**src/rtl/sram_port_ctrl.sv**
```systemverilog
// Responder for one asynchronous-SRAM channel: turns single-word arbiter requests into
// registered active-low ce_n/oe_n/we_n/be_n pin sequences and reports completion.
module sram_port_ctrl #(
  parameter logic [31:0] BASE_ADDR = 32'h8000_0000,
  parameter int unsigned ADDR_W    = 20,
  parameter int unsigned RD_CYCLES = 2,
  parameter int unsigned WR_PULSE  = 1
) (
  input  logic              clk,
  input  logic              reset,
  input  logic              req_en_n,
  input  logic              req_we,
  input  logic [3:0]        req_be,
  input  logic [31:0]       req_addr,
  input  logic [31:0]       req_wdata,
  output logic              req_ready,
  output logic [31:0]       rdata,
  output logic              rdata_valid,
  output logic              wr_done,
  output logic              req_err,
  output logic [ADDR_W-1:0] ram_addr,
  output logic [31:0]       ram_data_o,
  output logic              ram_data_oe,
  input  logic [31:0]       ram_data_i,
  output logic [3:0]        ram_be_n,
  output logic              ram_ce_n,
  output logic              ram_oe_n,
  output logic              ram_we_n
);

  typedef enum logic [2:0] {
    StIdle,
    StRd,
    StWrSetup,
    StWrPulse,
    StWrHold
  } state_e;

  localparam logic [3:0] RdLoad = 4'(RD_CYCLES - 1);
  localparam logic [3:0] WpLoad = 4'(WR_PULSE - 1);

  state_e state_q, state_d;
  logic [3:0] cnt_q, cnt_d;

  logic [ADDR_W-1:0] ram_addr_q, ram_addr_d;
  logic [31:0]       ram_data_o_q, ram_data_o_d;
  logic              ram_data_oe_q, ram_data_oe_d;
  logic [3:0]        ram_be_n_q, ram_be_n_d;
  logic              ram_ce_n_q, ram_ce_n_d;
  logic              ram_oe_n_q, ram_oe_n_d;
  logic              ram_we_n_q, ram_we_n_d;
  logic [31:0]       rdata_q, rdata_d;
  logic              rdata_valid_q, rdata_valid_d;
  logic              wr_done_q, wr_done_d;
  logic              req_err_q, req_err_d;

  logic [31:0] offset;
  logic        in_range;

  // Unsigned wrap makes addresses below BASE_ADDR land far out of range.
  assign offset   = req_addr - BASE_ADDR;
  assign in_range = (offset >> (ADDR_W + 2)) == 32'd0;

  assign req_ready = (state_q == StIdle);

  always_comb begin
    state_d       = state_q;
    cnt_d         = cnt_q;
    ram_addr_d    = ram_addr_q;
    ram_data_o_d  = ram_data_o_q;
    ram_data_oe_d = ram_data_oe_q;
    ram_be_n_d    = ram_be_n_q;
    ram_ce_n_d    = ram_ce_n_q;
    ram_oe_n_d    = ram_oe_n_q;
    ram_we_n_d    = ram_we_n_q;
    rdata_d       = rdata_q;
    rdata_valid_d = 1'b0;
    wr_done_d     = 1'b0;
    req_err_d     = 1'b0;

    unique case (state_q)
      StIdle: begin
        if (!req_en_n) begin
          if (!in_range) begin
            req_err_d = 1'b1;
          end else begin
            ram_addr_d = offset[ADDR_W+1:2];
            if (!req_we) begin
              state_d       = StRd;
              cnt_d         = RdLoad;
              ram_ce_n_d    = 1'b0;
              ram_oe_n_d    = 1'b0;
              ram_be_n_d    = 4'h0;
              ram_data_oe_d = 1'b0;
            end else if (req_be == 4'h0) begin
              // Nothing to store: complete immediately without touching the pins.
              wr_done_d = 1'b1;
            end else begin
              state_d       = StWrSetup;
              ram_ce_n_d    = 1'b0;
              ram_oe_n_d    = 1'b1;
              ram_we_n_d    = 1'b1;
              ram_data_oe_d = 1'b1;
              ram_be_n_d    = ~req_be;
              ram_data_o_d  = req_wdata;
            end
          end
        end
      end

      StRd: begin
        if (cnt_q == 4'd0) begin
          state_d       = StIdle;
          rdata_d       = ram_data_i;
          rdata_valid_d = 1'b1;
          ram_ce_n_d    = 1'b1;
          ram_oe_n_d    = 1'b1;
          ram_be_n_d    = 4'hF;
        end else begin
          cnt_d = cnt_q - 4'd1;
        end
      end

      StWrSetup: begin
        state_d    = StWrPulse;
        cnt_d      = WpLoad;
        ram_we_n_d = 1'b0;
      end

      StWrPulse: begin
        if (cnt_q == 4'd0) begin
          state_d    = StWrHold;
          ram_we_n_d = 1'b1;
        end else begin
          cnt_d = cnt_q - 4'd1;
        end
      end

      StWrHold: begin
        state_d       = StIdle;
        ram_ce_n_d    = 1'b1;
        ram_be_n_d    = 4'hF;
        ram_data_oe_d = 1'b0;
        wr_done_d     = 1'b1;
      end

      default: begin
        state_d = StIdle;
      end
    endcase
  end

  always_ff @(posedge clk) begin
    if (reset) begin
      state_q       <= StIdle;
      cnt_q         <= 4'd0;
      ram_addr_q    <= '0;
      ram_data_o_q  <= 32'd0;
      ram_data_oe_q <= 1'b0;
      ram_be_n_q    <= 4'hF;
      ram_ce_n_q    <= 1'b1;
      ram_oe_n_q    <= 1'b1;
      ram_we_n_q    <= 1'b1;
      rdata_q       <= 32'd0;
      rdata_valid_q <= 1'b0;
      wr_done_q     <= 1'b0;
      req_err_q     <= 1'b0;
    end else begin
      state_q       <= state_d;
      cnt_q         <= cnt_d;
      ram_addr_q    <= ram_addr_d;
      ram_data_o_q  <= ram_data_o_d;
      ram_data_oe_q <= ram_data_oe_d;
      ram_be_n_q    <= ram_be_n_d;
      ram_ce_n_q    <= ram_ce_n_d;
      ram_oe_n_q    <= ram_oe_n_d;
      ram_we_n_q    <= ram_we_n_d;
      rdata_q       <= rdata_d;
      rdata_valid_q <= rdata_valid_d;
      wr_done_q     <= wr_done_d;
      req_err_q     <= req_err_d;
    end
  end

  assign ram_addr    = ram_addr_q;
  assign ram_data_o  = ram_data_o_q;
  assign ram_data_oe = ram_data_oe_q;
  assign ram_be_n    = ram_be_n_q;
  assign ram_ce_n    = ram_ce_n_q;
  assign ram_oe_n    = ram_oe_n_q;
  assign ram_we_n    = ram_we_n_q;
  assign rdata       = rdata_q;
  assign rdata_valid = rdata_valid_q;
  assign wr_done     = wr_done_q;
  assign req_err     = req_err_q;

endmodule

```
**config.mk**
```make
export PLATFORM = sky130hd
export DESIGN_NAME = sram_port_ctrl
export DESIGN_NICKNAME = d
export VERILOG_FILES = /design/src/rtl/sram_port_ctrl.sv
export SDC_FILE = /design/constraint.sdc
export NUM_CORES = 1
export LEC_CHECK = 0
export BUFFER_PORTS_ARGS = -buffer_cell sky130_fd_sc_hd__buf_2
export CAP_MARGIN = 0
export CORE_ASPECT_RATIO = 1.1
export CORE_MARGIN = 2
export CORE_UTILIZATION = 30
export DETAILED_ROUTE_END_ITERATION = 12
export PLACE_DENSITY_LB_ADDON = 0.2
export SYNTH_ARGS = -nofsm -noshare
export SYNTH_HDL_FRONTEND = slang
export SYNTH_SLANG_ARGS = --single-unit
```
**constraint.sdc**
```tcl
create_clock -name clk -period 3.2 [get_ports clk]
set_clock_uncertainty 0.15 [all_clocks]
set_input_delay 0.64 -clock clk [delete_from_list [all_inputs] [get_ports clk]]
set_output_delay 0.64 -clock clk [all_outputs]
set_load 0.05 [all_outputs]
```
==> results.txt, run 1 <==
- Initial cell density of the core: 0.305
- The HPWL after detailed placement is 7360 µm.
- Die Y: 122 µm
- Number of global-route vias before repair: 3472
* # hold bufs at CTS: 0
- Final critical-path required period: 2.25 ns
* Cells after synthesis: 478
* Biggest fanout along the worst timing path: 14
* Type of the tightest min-delay check: reg -> reg
* Avg Cell Area, Syn: 7.99 µm²
- TritonCTS built the clock tree.
* Highest signal layer in the routed design: met4
- Tightest slew margin relative to the limit: 0.611
* Top cells by area, synth: sky130_fd_sc_hd__dfxtp_1 53%, sky130_fd_sc_hd__nand2_1 17%, sky130_fd_sc_hd__a21oi_1 12%
- Cell variety after synth: 33
- Among all stages on the critical path, the largest delay is contributed by sky130_fd_sc_hd__dfxtp_1.
- Worst path cell trace: nor3_1, buf_2
* Placed Area: 4930 µm²
- IO buf count: 197
- Net count, final: 765
- Setup repair after global routing missed its margin: no
* Vias per cell: 4.63
- Row generation in the floorplan step produced 43 rows.
- The share of synthesized area in the top cell type comes to 0.535.
- Number of synthesis warnings: 0
* Achievable frequency: 0.444 GHz
- The final number of max-transition violations was 0.
- After filler insertion, the fill cell instance count of the layout stands at 1324.
- After detailed routing, the average wire length per cell comes to 12.7 µm.
- Of the available clock period, the critical path in the final layout requires 0.704.
- Netlist Area Pre-Place: 3820 µm²
- Startpoint kind of the worst setup timing path: flip-flop
- Wires add up to 10400 µm.
- STA puts the critical path data required time at 2.41 ns.
- Async set or reset register ratio after synthesis: 0
* Number of placed I/O pins: 200
- The most used flip-flop cell after synthesis is sky130_fd_sc_hd__dfxtp_1.
- Wire length on met1: 4450 µm
- Fraction of final layout cells with drive strength greater than 1: 0.338
* Met2 Routed Length: 5150 µm
- Clock tree synthesis selected as its root buffer the cell sky130_fd_sc_hd__clkbuf_16.
- Total GRT Usage: 0.147
* Number of diodes added for antenna fixing: 0
- Final count of hold timing violations: 0
- Clock edge transition at the registers on the reported setup and hold paths: 0.07 ns
* Number of gates resized after CTS: 0
* Clock network latency to the later pin of the worst-skew pair: 0.34 ns
* Max capacitance violation total: 0
* Sum of met3 wire segment lengths after detailed routing: 519 µm
- The pre-antenna-repair detailed-routing pass consisted of 4 iterations.
* Total vias in the final route: 3807
- Power Density: 495 nW/µm²
- Floorplan core area: 12500 µm²
- Measured on the finished design, the core utilization comes to 0.420.
- Worst-case hold slack: 0.297 ns
- Routability-driven placement finished with a final weighted congestion of 0.765.
* DIE AREA: 13700 µm²
- The number of buffers and inverters on the critical path is 1.
* Max incr delay on CP: 0.47 ns
- Antenna Violating Nets Remaining: 0
- The area growth from synthesis to layout is 37.8%.
* Endpoint class of the critical path: output pin
- Sequential-to-total area share from yosys stat: 0.535
- Initial detailed-routing violation count: 163
* CTS Sinks: 102
- The number of clock buffers added by TritonCTS is 9.
- After layout, the design draws a total of 2.60 mW.
- Accumulated negative setup slack: 0 ns
- For this design the static power due to leakage is 2.28 nW.
* Die X-Extent: 112 µm
* Final Setup Violations: 0
* Critical path class: reg -> out
- Entering global routing, the biggest net connects 99 pins.
- Endpoint arrival time on the critical path: 1.46 ns
* Net count after synthesis: 583
* FF+latch count, synth: 102
- Residual DRC count: 0
- Number of enable-type register cells in the synthesized netlist: 0
- Buffers added to address setup during post-CTS repair amount to 0.
* Worst-margin pin slew: 0.582 ns
- Summed over all layers, the global routing overflow is 0.
- H-tree level count: 3
* Final design instance area without fill: 5260 µm²
- Antenna violations before repair: 0
* Kind of cell with the highest combined delay on the critical path: flip-flops
* Cell accounting for the most synthesized area: sky130_fd_sc_hd__dfxtp_1
- Worst-case vdd ir drop: 0.269 mV
* Max Root-Sink Buffers: 2
- The run finished with clean final reports.
- First-pass GRT wire length: 16200 µm
## state kept, by name (all words and copies together) (netlist names), 3 cells and up
signal,count
ram_be_n,4
ram_data_o,32
ram_addr,20
cnt_q,4
state_q,3
rdata,32
## final timing paths
| kind | from | to | slack, ns | cells after the start |
|---|---|---|---|---|
| hold / removal | ram_addr[8] | ram_addr[8] | 0.30 | 2 |
| hold reg to reg | ram_addr[8] | ram_addr[8] | 0.30 | 2 |
| setup / recovery | state_q[1] | req_ready | 0.95 | 2 |
| setup reg to reg | state_q[0] | ram_data_o[9] | 1.02 | 6 |
## worst register-to-register path: cells and delay by family, from the launching register on
kind / cells / cell delay [ns]
AND/OR/NAND/NOR: 4 / 0.99
AO/OA/AOI/OAI: 1 / 0.16
flip-flops: 1 / 0.49
buffers and inverters: 1 / 0.33
## logic make-up after synthesis
group / Yosys count / synth area share
AND/OR/NAND/NOR: 218 / 0.251
AO/OA/AOI/OAI: 111 / 0.153
flip-flops: 102 / 0.535
buffers and inverters: 40 / 0.0426
multiplexers: 6 / 0.0157
adder cells (fa/ha/maj): 1 / 0.00327
## cell usage in the layout (no fill, tap or decap), types with 2 or more instances in the layout
master                        n
sky130_fd_sc_hd__nand2_1    171
sky130_fd_sc_hd__or3_1        2
sky130_fd_sc_hd__mux2i_1      6
sky130_fd_sc_hd__clkbuf_16    9
sky130_fd_sc_hd__a21oi_1     95
sky130_fd_sc_hd__buf_4        5
sky130_fd_sc_hd__nor4_4       2
sky130_fd_sc_hd__o31ai_1      3
sky130_fd_sc_hd__nand4_1      2
sky130_fd_sc_hd__o21ai_0      7
sky130_fd_sc_hd__nor4_1       4
sky130_fd_sc_hd__buf_2      197
sky130_fd_sc_hd__nand3_1      2
sky130_fd_sc_hd__dfxtp_1    102
sky130_fd_sc_hd__a31oi_1      3
sky130_fd_sc_hd__bufinv_16    3
sky130_fd_sc_hd__inv_1        8
sky130_fd_sc_hd__nor2_1      11
sky130_fd_sc_hd__clkbuf_1     3
sky130_fd_sc_hd__nor2b_1      4
sky130_fd_sc_hd__nand2b_1     4
sky130_fd_sc_hd__nor3_1       5
## synth_stat cells (6+ instances only)
cell type and n:
sky130_fd_sc_hd__clkbuf_1 22, sky130_fd_sc_hd__o21ai_0 7, sky130_fd_sc_hd__inv_1 8, sky130_fd_sc_hd__a21oi_1 95, sky130_fd_sc_hd__nor3_1 6, sky130_fd_sc_hd__nor2_1 11
sky130_fd_sc_hd__mux2i_1 6, sky130_fd_sc_hd__buf_2 10, sky130_fd_sc_hd__dfxtp_1 102, sky130_fd_sc_hd__nand2_1 171
## routing by layer
layer / track usage / up-vias
li1: - / 1932
met1: 0.168 / 1739
met2: 0.258 / 117
met3: 0.0341 / 19
met4: 0.0756 / 0
met5: 0 / -
## power breakdown
group          switching (mW)  internal [mW]  leakage [nW]
Sequential           0.000874           1.27         0.822
Clock                   0.456          0.764         0.161
Combinational          0.0586         0.0541          1.30
Total                   0.516           2.09          2.28
## through the flow
| stage | setup slack [ns] | cells |
|---|---|---|
| finish | 0.947 | 822 |
| global route | 0.738 | 822 |
| CTS | 0.909 | 822 |
| detailed placement | 0.750 | 806 |
| global placement | 0.784 | 806 |
| floorplan | 0.734 | 478 |
## area by class of cell
cell class	count	area (µm²)	share of cell area
Timing Repair Buffer	203	1040	0.198
Clock buffer	12	236	0.0449
Tap cell	157	196	0.0373
Sequential cell	102	2040	0.388
Clock inverter	4	95.1	0.0181
Multi-Input combinational cell	336	1620	0.308
Inverter	8	30.0	0.00570
Power figures use the tool's default switching activity.
==> run 2: changes to the inputs <==
- clock period: 3.2 -> 2.3 ns (I/O delays scaled with it)
==> results.txt, run 2 (synthesis results as in run 1) <==
* Initial cell density of the core: 0.305
- Antenna Violating Nets Remaining: 0
- Die Y: 122 µm
* CTS Sinks: 102
- In the finished design, the share of the clock period the worst path needs comes to 0.856.
- Max capacitance violation total: 0
* Area of combinational cells with multiple inputs: 1630 µm²
- Endpoint class of the critical path: flip-flop
- In the routed design, unresolved DRC markers number 0.
* Overall power after layout: 3.29 mW
- DIE AREA: 13700 µm²
* Total vias in the final route: 3862
* Fraction of final layout cells with drive strength greater than 1: 0.348
* Startpoint of the most critical hold path: req_addr[21]
- Startpoint kind of the worst setup timing path: flip-flop
* Vias per cell: 4.66
* Critical path class: reg -> reg
- The via count of the first global-routing pass came to 3479.
* Final Setup Violations: 0
- The library cells used most frequently in the layout, excluding fill and tap cells, are 197 x sky130_fd_sc_hd__buf_2, 171 x sky130_fd_sc_hd__nand2_1, 102 x sky130_fd_sc_hd__dfxtp_1.
- No sink is reached through more buffers than the 2 on the longest clock path.
* Leakage power total: 2.30 nW
- The number of antenna violations at the first check in global routing was 0.
- Number of placement rows: 43
* Power Density: 623 nW/µm²
- Clock tree synthesis inserted a total of 9 buffers.
- Setup repair after global routing missed its margin: no
- After clock tree synthesis, the flow added hold-fix buffers numbering 0.
- Worst-margin pin slew: 0.797 ns
* Reg-to-reg critical path startpoint: cnt_q[0]
- Floorplan core area: 12500 µm²
* First-pass GRT wire length: 16300 µm
- The min-delay analysis places its worst path in the category in -> reg.
* Most common library cell in the layout ignoring fill and taps: sky130_fd_sc_hd__buf_2
- Number of placed I/O pins: 200
- After clock tree synthesis, the clock-pin slew on the worst setup and hold paths is 0.06 ns.
- Final RePlAce weighted congestion: 0.773
- H-tree level count: 3
* Number of gates resized after CTS: 0
- After detailed routing, the average wire length per cell comes to 12.6 µm.
* Achievable frequency: 0.508 GHz
- Endpoint arrival time on the critical path: 2.09 ns
- Setup slack of the worst register-to-register path: 0.33 ns
* Final critical-path required period: 1.97 ns
* Maximum number of pins on one net before global-route repair: 77
* Biggest fanout along the worst timing path: 32
- Final count of hold timing violations: 0
- Fillcell total: 1307
- Summed over all failing endpoints, the final setup total negative slack is 0 ns.
- For this block, the initial DRC count from the detailed router was 180.
* CTS tree: done
- The HPWL after detailed placement is 7520 µm.
* Clock network latency to the later pin of the worst-skew pair: 0.34 ns
- In this run the tightest slew margin relative to its limit is 0.469.
- Buffers placed on the I/O ports in this run total 197.
- The first TritonRoute pass finished after 4 iterations.
- Relative area change from synthesis to final layout: 38.4%
- Die X-Extent: 112 µm
* Worst-case vdd ir drop: 0.335 mV
* Net count, final: 774
- Number of diodes added for antenna fixing: 0
- Outcome: completed
- Total GRT Usage: 0.147
- Root buffer cell: sky130_fd_sc_hd__clkbuf_16
- Number of pins with negative max-slew slack in the final report: 0
* Total wirelength of the detailed-routed design: 10500 µm
- In this run the worst setup path begins at cnt_q[0].
- # Post-CTS Setup Buffers: 0
- Once layout is complete, the utilization of the core stands at 0.422.
* Remaining Overflow, GRT: 0
- Register area: 2040 µm²
- CP Data Required Time: 2.42 ns
==> run 2: cell count changes in the layout (fill, tap and decap cells not counted) <==
cell / delta
sky130_fd_sc_hd__clkbuf_1: -1
sky130_fd_sc_hd__nor3_1: -1
sky130_fd_sc_hd__clkbuf_8: +1
sky130_fd_sc_hd__clkinv_2: +1
sky130_fd_sc_hd__buf_12: +2
sky130_fd_sc_hd__buf_4: +7
sky130_fd_sc_hd__nor3_2: +1
sky130_fd_sc_hd__bufinv_16: -3
==> run 2: cell type report <==
class | count | area share
Tap cell | 157 | 0.0372
Inverter | 8 | 0.00568
Clock buffer | 12 | 0.0466
Multi-Input combinational cell | 336 | 0.307
Sequential cell | 102 | 0.386
Timing Repair Buffer | 212 | 0.215
Clock inverter | 2 | 0.00189
==> run 2: per-layer routing <==
metal,share of wire,global-route usage,vias to the layer above
met1,0.43,0.175,1775
met3,0.051,0.0277,18
met5,0,0,-
met4,0.025,0.0764,0
met2,0.49,0.256,117
li1,-,-,1952
==> run 2: final timing paths <==
check              endpoint  cells past startpoint
max                rdata[9]                      8
min            ram_addr[19]                      3
min reg2reg  ram_data_o[12]                      2
max reg2reg        rdata[9]                      8
==> run 2: critical path, stage by stage (launching register included) <==
cell	delay, ns
sky130_fd_sc_hd__dfxtp_1	0.32
sky130_fd_sc_hd__inv_1	0.07
sky130_fd_sc_hd__ha_1	0.21
sky130_fd_sc_hd__nor3b_2	0.31
sky130_fd_sc_hd__nand2_1	0.18
sky130_fd_sc_hd__nor3_2	0.21
sky130_fd_sc_hd__buf_12	0.22
sky130_fd_sc_hd__nand2_1	0.08
sky130_fd_sc_hd__a21oi_1	0.13
==> run 2: per-stage QoR <==
step / instances / cell area [µm²] / setup WS (ns) / hold slack (ns)
floorplan: 478 / 3820 / 0.303 / 0.308
global placement: 815 / 5030 / 0.0795 / 0.284
detailed placement: 815 / 5030 / 0.0463 / 0.292
CTS: 829 / 5290 / 0.304 / 0.187
global route: 829 / 5290 / 0.0900 / 0.193
finish: 829 / 5290 / 0.332 / 0.200
==> run 2: where the power goes <==
part	switching (mW)	internal (mW)
Clock	0.620	0.749
Sequential	0.000951	1.77
Combinational	0.0813	0.0759
